[src/rtl/fir_stim_sequencer.sv]
// Input-side sequencer for the 3-tap Q2.6 FIR_Filter: loads coefficients serially, streams a
// stored sample block, flushes with zeros and captures one filter result per streamed sample.
module fir_stim_sequencer #(
  parameter int WL    = 8,
  parameter int NTAPS = 3,
  parameter int NSAMP = 4,
  parameter int AW    = 3,
  parameter int Y_LAT = 1
) (
  input  logic          clk,
  input  logic          reset,
  input  logic          cfg_we,
  input  logic          cfg_sel,
  input  logic [AW-1:0] cfg_addr,
  input  logic [WL-1:0] cfg_data,
  input  logic          start,
  output logic          busy,
  output logic          done,
  output logic [WL-1:0] x,
  output logic [WL-1:0] h,
  output logic          x_en,
  input  logic [WL-1:0] y_in,
  output logic [WL-1:0] y_out,
  output logic          y_valid
);

  localparam int DEPTH   = 1 << AW;
  localparam int CNT_MAX = (NTAPS > NSAMP) ? ((NTAPS > Y_LAT + 1) ? NTAPS : Y_LAT + 1)
                                           : ((NSAMP > Y_LAT + 1) ? NSAMP : Y_LAT + 1);
  localparam int CW      = $clog2(CNT_MAX + 1);

  typedef logic [CW-1:0] cnt_t;
  typedef enum logic [2:0] {ST_IDLE, ST_LOAD, ST_STREAM, ST_FLUSH, ST_DRAIN} state_t;

  localparam cnt_t LOAD_END   = cnt_t'(NTAPS - 1);
  localparam cnt_t STREAM_END = cnt_t'(NSAMP - 1);
  localparam cnt_t FLUSH_END  = cnt_t'(NTAPS - 2);
  // DRAIN lasts one cycle beyond Y_LAT so done appears while busy is still high.
  localparam cnt_t DRAIN_END  = cnt_t'(Y_LAT);

  state_t state, state_d;
  cnt_t   cnt, cnt_d;

  logic [WL-1:0] coef [DEPTH];
  logic [WL-1:0] samp [DEPTH];

  logic          wr_coef, wr_samp;
  logic [AW-1:0] coef_a, samp_a;
  logic [WL-1:0] x_d, h_d;
  logic          x_en_d, live_d, last_d;
  logic          live, last;
  logic [Y_LAT-1:0] v_pipe, t_pipe;

  assign wr_coef = cfg_we && !busy && !cfg_sel && (int'(cfg_addr) < NTAPS);
  assign wr_samp = cfg_we && !busy &&  cfg_sel && (int'(cfg_addr) < NSAMP);

  always_comb begin
    // NOTE: every always_comb output gets a default first so no path can infer a latch.
    state_d = state;
    cnt_d   = cnt + 1'b1;
    case (state)
      ST_IDLE: begin
        cnt_d = '0;
        if (start) state_d = ST_LOAD;
      end
      ST_LOAD:
        if (cnt == LOAD_END) begin
          state_d = ST_STREAM;
          cnt_d   = '0;
        end
      ST_STREAM:
        if (cnt == STREAM_END) begin
          state_d = (NTAPS > 1) ? ST_FLUSH : ST_DRAIN;
          cnt_d   = '0;
        end
      ST_FLUSH:
        if (cnt == FLUSH_END) begin
          state_d = ST_DRAIN;
          cnt_d   = '0;
        end
      ST_DRAIN:
        if (cnt == DRAIN_END) begin
          state_d = ST_IDLE;
          cnt_d   = '0;
        end
      default: begin
        state_d = ST_IDLE;
        cnt_d   = '0;
      end
    endcase
  end

  // Outputs are decoded from the next state so they register in step with it. A table write
  // landing in the same edge is forwarded, so write+start uses the new value.
  always_comb begin
    x_en_d = 1'b0;
    h_d    = '0;
    x_d    = '0;
    live_d = 1'b0;
    last_d = 1'b0;
    coef_a = AW'(NTAPS - 1) - AW'(cnt_d);
    samp_a = AW'(cnt_d);
    case (state_d)
      ST_LOAD: begin
        x_en_d = 1'b1;
        h_d    = (wr_coef && cfg_addr == coef_a) ? cfg_data : coef[coef_a];
      end
      ST_STREAM: begin
        live_d = 1'b1;
        x_d    = (wr_samp && cfg_addr == samp_a) ? cfg_data : samp[samp_a];
        last_d = (NTAPS == 1) && (cnt_d == STREAM_END);
      end
      ST_FLUSH: begin
        live_d = 1'b1;
        last_d = (cnt_d == FLUSH_END);
      end
      default: ;
    endcase
  end

  always_ff @(posedge clk or posedge reset) begin
    if (reset) begin
      state <= ST_IDLE;
      cnt   <= '0;
      busy  <= 1'b0;
      x_en  <= 1'b0;
      x     <= '0;
      h     <= '0;
      live  <= 1'b0;
      last  <= 1'b0;
    end else begin
      // NOTE: sequential state uses non-blocking assignments so every register samples pre-edge values.
      state <= state_d;
      cnt   <= cnt_d;
      busy  <= (state_d != ST_IDLE);
      x_en  <= x_en_d;
      x     <= x_d;
      h     <= h_d;
      live  <= live_d;
      last  <= last_d;
    end
  end

  // NOTE: the tables are cleared by reset because a pass after reset must see all-zero data;
  // this keeps them in flops rather than a RAM macro.
  always_ff @(posedge clk or posedge reset) begin
    if (reset) begin
      for (int i = 0; i < DEPTH; i++) begin
        coef[i] <= '0;
        samp[i] <= '0;
      end
    end else begin
      if (wr_coef) coef[cfg_addr] <= cfg_data;
      if (wr_samp) samp[cfg_addr] <= cfg_data;
    end
  end

  // Valid/tag pipeline matches the filter latency; the tag marks the final result of the pass.
  always_ff @(posedge clk or posedge reset) begin
    if (reset) begin
      v_pipe  <= '0;
      t_pipe  <= '0;
      y_out   <= '0;
      y_valid <= 1'b0;
      done    <= 1'b0;
    end else begin
      v_pipe[0] <= live;
      t_pipe[0] <= last;
      for (int k = 1; k < Y_LAT; k++) begin
        v_pipe[k] <= v_pipe[k-1];
        t_pipe[k] <= t_pipe[k-1];
      end
      y_valid <= v_pipe[Y_LAT-1];
      done    <= t_pipe[Y_LAT-1];
      if (v_pipe[Y_LAT-1]) y_out <= y_in;
    end
  end

endmodule

[config.mk]
export PLATFORM = sky130hd
export DESIGN_NAME = fir_stim_sequencer
export DESIGN_NICKNAME = d
export VERILOG_FILES = /design/src/rtl/fir_stim_sequencer.sv
export SDC_FILE = /design/constraint.sdc
export NUM_CORES = 1
export LEC_CHECK = 0
export ABC_AREA = 1
export BUFFER_PORTS_ARGS = -buffer_cell sky130_fd_sc_hd__buf_2
export CAP_MARGIN = 20
export CORE_MARGIN = 3
export CORE_UTILIZATION = 37
export DETAILED_ROUTE_END_ITERATION = 8
export PLACE_DENSITY = 0.57
export RECOVER_POWER = 50
export SYNTH_ARGS = -nofsm -noshare
export SYNTH_HDL_FRONTEND = slang
export SYNTH_SLANG_ARGS = --single-unit
[constraint.sdc]
create_clock -name clk -period 6.5 [get_ports clk]
set_input_delay 0 -clock clk [delete_from_list [all_inputs] [get_ports clk]]
set_output_delay 0 -clock clk [all_outputs]
set_load 0.01 [all_outputs]
==> results of run 1 <==
cells by family after synthesis:
logic type | Yosys count | synth area share
muxes | 8 | 0.01234
adders and majority gates | 7 | 0.01200
AOI/OAI and AO/OA | 76 | 0.05244
xor gates and xnor gates | 1 | 0.001200
buffers and inverters | 166 | 0.09100
and+or+nand+nor | 411 | 0.2620
DFF | 166 | 0.5690
layer usage:
metal | track usage | vias up
li1 | - | 2666
met2 | 0.2410 | 152
met5 | 0 | -
met4 | 0.05974 | 0
met1 | 0.2278 | 2491
met3 | 0.03600 | 25
worst max-delay path, cell delays in order, from the launching register on:
cell     delay (ps)
dfrtp_1         430
ha_1            190
inv_1            40
nor2_1          280
nor2_1           90
nand2_2         350
buf_4           470
nand3_1         180
ha_1            770
xnor2_1         130
nor3_1          390
nand3_1         140
nor2_2          290
a21oi_1         110
nand2_1          80
inv_1            40
through the flow:
stage / instances / setup WS [ps] / util
after floorplan: 835 / 2010 / -
after global placement: 1038 / 2505 / 0.3924
after detailed placement: 1038 / 2399 / 0.3924
after CTS: 1088 / 2381 / 0.4319
after global routing: 1088 / 1919 / 0.4298
final: 1088 / 2369 / 0.4298
worst paths after layout:
| check | from | end | slack [ps] | cells after the start |
|---|---|---|---|---|
| max reg2reg | cnt[0]$_DFF_PP0_ | h[1]$_DFF_PP0_ | 2370 | 15 |
| max in group asynchronous | reset | busy$_DFF_PP0_ | 3020 | 4 |
| min in group asynchronous | reset | samp[54]$_DFFE_PP0P_ | 1270 | 3 |
| min | cfg_addr[2] | samp[36]$_DFFE_PP0P_ | 190 | 5 |
| max | cnt[0]$_DFF_PP0_ | h[1]$_DFF_PP0_ | 2370 | 15 |
| min reg2reg | live$_DFF_PP0_ | v_pipe$_DFF_PP0_ | 350 | 0 |
power by group:
| part | switching (uW) | internal (uW) |
|---|---|---|
| Clock | 433 | 536 |
| Combinational | 1120 | 534 |
| Sequential | 97.9 | 1220 |
| Total | 1650 | 2290 |
synth_stat cells:
cell,instances
nand2_2,6
nand2_4,1
nand3_4,1
nor2_1,62
xnor2_1,1
nor2_2,2
o31ai_1,1
buf_6,1
nor3_2,1
nor4_2,1
nand4_4,1
o21ai_1,7
nand4_1,61
buf_4,3
a21oi_1,18
buf_2,18
clkbuf_1,89
nor3_1,7
inv_1,48
ha_1,7
inv_2,4
o21ai_0,50
clkinv_1,1
buf_1,2
dfrtp_1,166
nand2_1,168
nand3_2,2
nand3_1,98
mux2_2,8
state kept, by name, indices dropped and copies added (netlist names):
signal,flops
done,1
live,1
state,3
samp,64
cnt,3
x_en,1
coef,64
y_out,8
x,8
t_pipe,1
h,8
v_pipe,1
y_valid,1
busy,1
last,1
cell type report:
class | instances | area (um2)
Sequential cell | 166 | 4154
Fill cell | 1899 | 10840
Timing Repair Buffer | 74 | 436.7
Tap cell | 260 | 325.3
Multi-Input combinational cell | 503 | 2487
Inverter | 53 | 200.2
Clock inverter | 15 | 145.1
Clock buffer | 17 | 425.4
what timing repair did:
action | CTS | global route
hold endpoints to repair | 107 | 0
hold buffers | 18 | 0
setup endpoints to repair | 0 | 0
==> results.py, run 1 <==
metrics = {
    "run_status": {
        "status": "finished, violations left",
        "violations": "capacitance limit, slew limit",
    },
    "logic_synthesis": {
        "syn_nets": 866,
        "synth.area.top_cells": "dfrtp_1 57%, nand2_1 8.6%, nand3_1 6.7%",
        "synth_cells": 835,
        "yosys_warnings": 0,
        "ys_seq_area_frac": 0.5690,
        "ys_ff_latch": 166,
        "synthDistinctLibCells": 29,
        "avgSynthCellArea_um2": 8.743,
        "synth_top_area_cell": "dfrtp_1",
        "netlist_area_um2": 7301,
        "synth.top_cell.area_share": 0.5690,
    },
    "routing": {
        "post-route-drc-count": 0,
        "ant_nets": 0,
        "via_per_inst": 4.903,
        "wirelength_mm": 16.68,
        "drt-met1-wl_mm": 8.016,
        "wire_per_inst_um": 15.33,
        "route.met3.wl_um": 826,
        "firstDrtPassIters": 5,
        "drtIter0Drc": 410,
        "met2_length_mm": 7.455,
        "vias": 5334,
        "top_layer_used": "met4",
    },
    "place": {
        "place_congestion": 0.8455,
        "dp_hpwl_mm": 10.37,
        "placed_area_um2": 7463,
        "port_buffers": 51,
    },
    "sta": {
        "period_needed_ps": 4131,
        "whs_ps": 186.3,
        "fin_crit_sh": 0.6356,
        "max_freq_ghz": 0.2420,
        "rsz0062_at_grt": "no",
        "finalHoldViolCount": 0,
        "relSlewSlack": -1.638,
        "finalSetupViolations": 0,
        "max_slew.worst_pin.slew_ps": 3936,
        "drv_slew": 92,
        "clock_skew_ps": 6.290,
        "tns_ps": 0,
    },
    "power_and_ir_drop": {
        "irDropWorstVdd_uv": 228.2,
        "p_total_uw": 3933,
        "leakage_uw": 0.003899,
        "power.density_nw_per_um2": 481.1,
    },
    "hold_path": {
        "hold_path.class": "in -> reg",
    },
    "clock_network": {
        "root_buffer": "clkbuf_16",
        "clock_latency_ps": 430,
        "cts_made_buffers": 17,
        "cts_tree": "done",
        "clockBufferDepth": 2,
        "ctsResizeCount": 0,
        "clkTransAtPathRegs_ps": 70,
        "htree_levels": 4,
        "post_cts.repair.setup_buffers": 0,
        "clock-sinks": 166,
    },
    "finish": {
        "nNetsFinal": 846,
        "final_cell_area_um2": 8174,
        "layout_common_cells": "168 x nand2_1, 166 x dfrtp_1, 97 x nand3_1",
        "layout_commonest_cell": "nand2_1",
        "area_growth_syn_to_layout_pct": 11.96,
        "drive_gt1_frac": 0.1063,
        "diodes": 0,
    },
    "worst_setup_path": {
        "start_kind": "register",
        "crit_arrival_ps": 4450,
        "crit_fanout": 41,
        "end_kind": "register",
        "crit_required_ps": 6820,
        "crit_type": "reg -> reg",
    },
    "floorplanning": {
        "core_um2": 19020,
        "io-pin-count": 52,
        "die_w_um": 146.5,
        "design.die.area_um2": 21450,
        "die_h_um": 146.5,
        "std_cell_rows": 50,
        "initial_core_util": 0.3839,
    },
    "grt": {
        "grtUsageTotal": 0.1604,
        "grt_max_degree": 92,
        "antenna_found_initial": 0,
        "grt_overflow": 0,
        "grt_pass1_vias": 5211,
        "grt_pass1_wl_mm": 27.52,
    },
    "flow_run": {
        "drv_cap": 1,
    },
}
Note: power is estimated with default switching activity, not from simulation.
==> run 2: changes to the inputs <==
--- a/config.mk
+++ b/config.mk
@@ -5,13 +5,13 @@
 export SDC_FILE = /design/constraint.sdc
 export NUM_CORES = 1
 export LEC_CHECK = 0
-export ABC_AREA = 1
+export ABC_AREA = 0
 export BUFFER_PORTS_ARGS = -buffer_cell sky130_fd_sc_hd__buf_2
 export CAP_MARGIN = 20
 export CORE_MARGIN = 3
 export CORE_UTILIZATION = 37
 export DETAILED_ROUTE_END_ITERATION = 8
-export PLACE_DENSITY = 0.57
+export PLACE_DENSITY = 0.59
 export RECOVER_POWER = 50
 export SYNTH_ARGS = -nofsm -noshare
 export SYNTH_HDL_FRONTEND = slang
==> constraint.sdc (replaced) <==
create_clock -name clk -period 3.6 [get_ports clk]
set_input_delay 0 -clock clk [delete_from_list [all_inputs] [get_ports clk]]
set_output_delay 0 -clock clk [all_outputs]
set_load 0.01 [all_outputs]
==> results.py, run 2 <==
metrics = {
    "worst_setup_path": {
        "ff2ff_path_depth": 12,
        "crit_fanout": 13,
        "crit_arrival_ps": 3580,
        "crit_type": "reg -> reg",
        "crit_buf_inv": 3,
        "slowest_stage": "mux4_2",
        "path_cells": "inv_1 -> ha_1 -> and2b_4 -> o2bb2ai_4 -> a211o_1 -> nand2_2 -> inv_1 -> ha_1 -> inv_2 -> mux4_2 -> a221oi_1 -> a311oi_1",
        "crit_end": "h[1]$_DFF_PP0_",
        "r2r_setup_slack_ps": 270,
        "cp.depth": 12,
        "r2r_start": "cnt[1]$_DFF_PP0_",
        "r2r-end": "h[1]$_DFF_PP0_",
        "slowest_delay_ps": 550,
        "end_kind": "register",
        "critPathLaunch": "cnt[1]$_DFF_PP0_",
        "crit_required_ps": 3850,
        "crit_family": "compound AO/OA/AOI/OAI gates",
        "start_kind": "register",
    },
    "clock_network": {
        "clock-sinks": 166,
        "cts_tree": "done",
        "htree_levels": 4,
        "root_buffer": "clkbuf_16",
        "cts_made_buffers": 17,
        "clkTransAtPathRegs_ps": 60,
        "post_cts.repair.setup_buffers": 0,
        "clock_latency_ps": 420,
        "clockBufferDepth": 2,
    },
    "flow_run": {
        "drv_cap": 1,
    },
    "logic_synthesis": {
        "synth_cells": 551,
        "synth_simple_gate_area_share": 0.06830,
        "dominantRegCellSynth": "dfrtp_1",
        "synth_fa_ha_area_frac": 0.01235,
        "synth_compound_area_frac": 0.09072,
        "synth_top_area_cell": "dfrtp_1",
        "async_flop_share": 1.000,
        "synth_xor_area_frac": 0.006001,
        "synth.area.top_cells": "dfrtp_1 59%, mux2_2 10%, clkbuf_1 4.2%",
        "avgSynthCellArea_um2": 12.87,
        "synthMuxAreaShare": 0.1666,
        "netlist_area_um2": 7089,
        "yosys_warnings": 0,
        "yosys-top-cells-count": "166 x dfrtp_1, 79 x clkbuf_1, 66 x mux2_2",
        "synth_top_family_by_area": "multiplexers",
        "synth.top_cell.area_share": 0.5860,
        "ys_seq_area_frac": 0.5860,
        "synthDistinctLibCells": 54,
        "syn_nets": 582,
        "synth_edf_count": 0,
        "ys_ff_latch": 166,
        "yosysMostFrequentCell": "dfrtp_1",
    },
    "power_and_ir_drop": {
        "pwr-share-clk": 0.264,
        "sequentialPowerShare": 0.344,
        "internal_power_uw": 4671,
        "leakage_uw": 0.003819,
        "netSwitchingPower_uw": 2485,
        "power.density_nw_per_um2": 891.0,
        "irDropWorstVdd_uv": 394.1,
        "combPwrFrac": 0.392,
        "swShare": 0.3472,
    },
    "routing": {
        "firstDrtPassIters": 4,
        "wire_per_inst_um": 18.69,
        "post-route-drc-count": 0,
        "vias": 4045,
        "wirelength_mm": 14.67,
        "via_per_inst": 5.153,
        "ant_nets": 0,
        "drtIter0Drc": 291,
    },
    "finish": {
        "layout_common_cells": "166 x dfrtp_1, 66 x mux2_2, 27 x clkbuf_1",
        "drive_gt1_frac": 0.3058,
        "reg.largest.list": "coef: 64 flops, samp: 64 flops",
        "area_growth_syn_to_layout_pct": 13.29,
        "layout_commonest_cell": "dfrtp_1",
        "diodes": 0,
        "nNetsFinal": 575,
    },
    "sta": {
        "period_needed_ps": 3330,
        "max_slew.worst_pin.slew_ps": 2641,
        "drv_slew": 50,
        "fin_crit_sh": 0.9249,
        "rsz0062_at_grt": "no",
        "clock_skew_ps": 7.167,
        "whs_ps": 24.59,
        "finalHoldViolCount": 0,
        "max_freq_ghz": 0.3003,
        "tns_ps": 0,
        "relSlewSlack": -0.7606,
        "setup_ws_ps": 270.4,
        "finalSetupViolations": 0,
    },
    "run_status": {
        "violations": "capacitance limit, slew limit",
        "status": "finished, violations left",
    },
    "floorplanning": {
        "core_um2": 18390,
        "io-pin-count": 52,
        "std_cell_rows": 49,
        "die_w_um": 144.4,
        "initial_core_util": 0.3854,
        "design.die.area_um2": 20860,
        "die_h_um": 144.4,
    },
    "grt": {
        "grtUsageTotal": 0.1522,
        "grt_pass1_vias": 4436,
        "grt_overflow": 0,
        "grt_max_degree": 60,
        "grt_pass1_wl_mm": 23.94,
        "antenna_found_initial": 1,
    },
    "hold_path": {
        "hold_path.class": "in -> reg",
        "min_path_cells": 2,
    },
    "place": {
        "port_buffers": 51,
        "place_congestion": 0.9027,
        "dp_hpwl_mm": 9.776,
        "pre_cts_ws_ps": 231.1,
    },
}
run 2: cell types whose count changed in the layout (fill, tap and decap cells not counted), moves of 14 or more:
cell / previous run / this run
o21ai_0: 50 / 2
inv_1: 47 / 13
mux2i_1: 0 / 16
mux2_2: 8 / 66
nand2_1: 168 / 22
and3_1: 0 / 15
nor2_1: 62 / 13
a21oi_1: 18 / 2
nand3_1: 97 / 4
nand4_1: 61 / 0
a31oi_1: 0 / 14
run 2: worst min-delay path by stage:
| stage | slack (ps) | startpoint | endpoint |
|---|---|---|---|
| floorplan | 150 | y_in[0] | y_out[0]$_DFFE_PP0P_ |
| global placement | 230 | y_in[0] | y_out[0]$_DFFE_PP0P_ |
| detailed placement | 240 | y_in[5] | y_out[5]$_DFFE_PP0P_ |
| CTS | 0.09 | cfg_data[2] | x[2]$_DFF_PP0_ |
| global route | 30 | cfg_data[2] | x[2]$_DFF_PP0_ |
| finish | 20 | cfg_data[2] | x[2]$_DFF_PP0_ |
run 2: cell families after synthesis:
family | Yosys count
adders and majority gates | 7
buffers and inverters | 120
muxes | 96
xor gates and xnor gates | 4
and+or+nand+nor | 86
DFF | 166
AOI/OAI and AO/OA | 72
run 2: area by class of cell:
cell class                 instances  area [um2]
clock buffer                      21       480.5
clock inverter                    10       145.1
inverter                          16       61.31
tap                              229       286.5
sequential                       166        4154
fill                            1673       10360
timing repair buffer              78       456.7
multi-input combinational        265        2447
run 2: repair_timing:
item,in CTS,in global routing
hold buffers,16,0
endpoints found under the hold margin,225,0
resized for setup,0,1
setup endpoints to repair,0,2
run 2: per-layer routing:
layer  global-route usage  vias to the layer above  part of all wire
met3              0.04167                       24             0.038
li1                     -                     1880                 -
met1               0.1961                     2053              0.45
met2               0.2426                       86              0.49
met4              0.06480                        2             0.021
met5                    0                        -           0.00089
run 2: per-stage QoR:
step	cell area [um2]	utilization	instances	total power, uW
global route	8031	0.4367	785	7595
detailed placement	7281	0.3959	738	5317
floorplan	7097	-	551	4665
finish	8031	0.4367	785	7156
CTS	8066	0.4386	785	7235
global placement	7281	0.3959	738	5240
run 2: power groups by stage:
stage                     Clock, uW  Combinational (uW)  Sequential [uW]
final                          1890                2800             2460
after global routing           2010                3080             2510
after CTS                      1930                2840             2460
after detailed placement          0                2820             2490
after global placement            0                2770             2470
after floorplan                   0                2210             2450
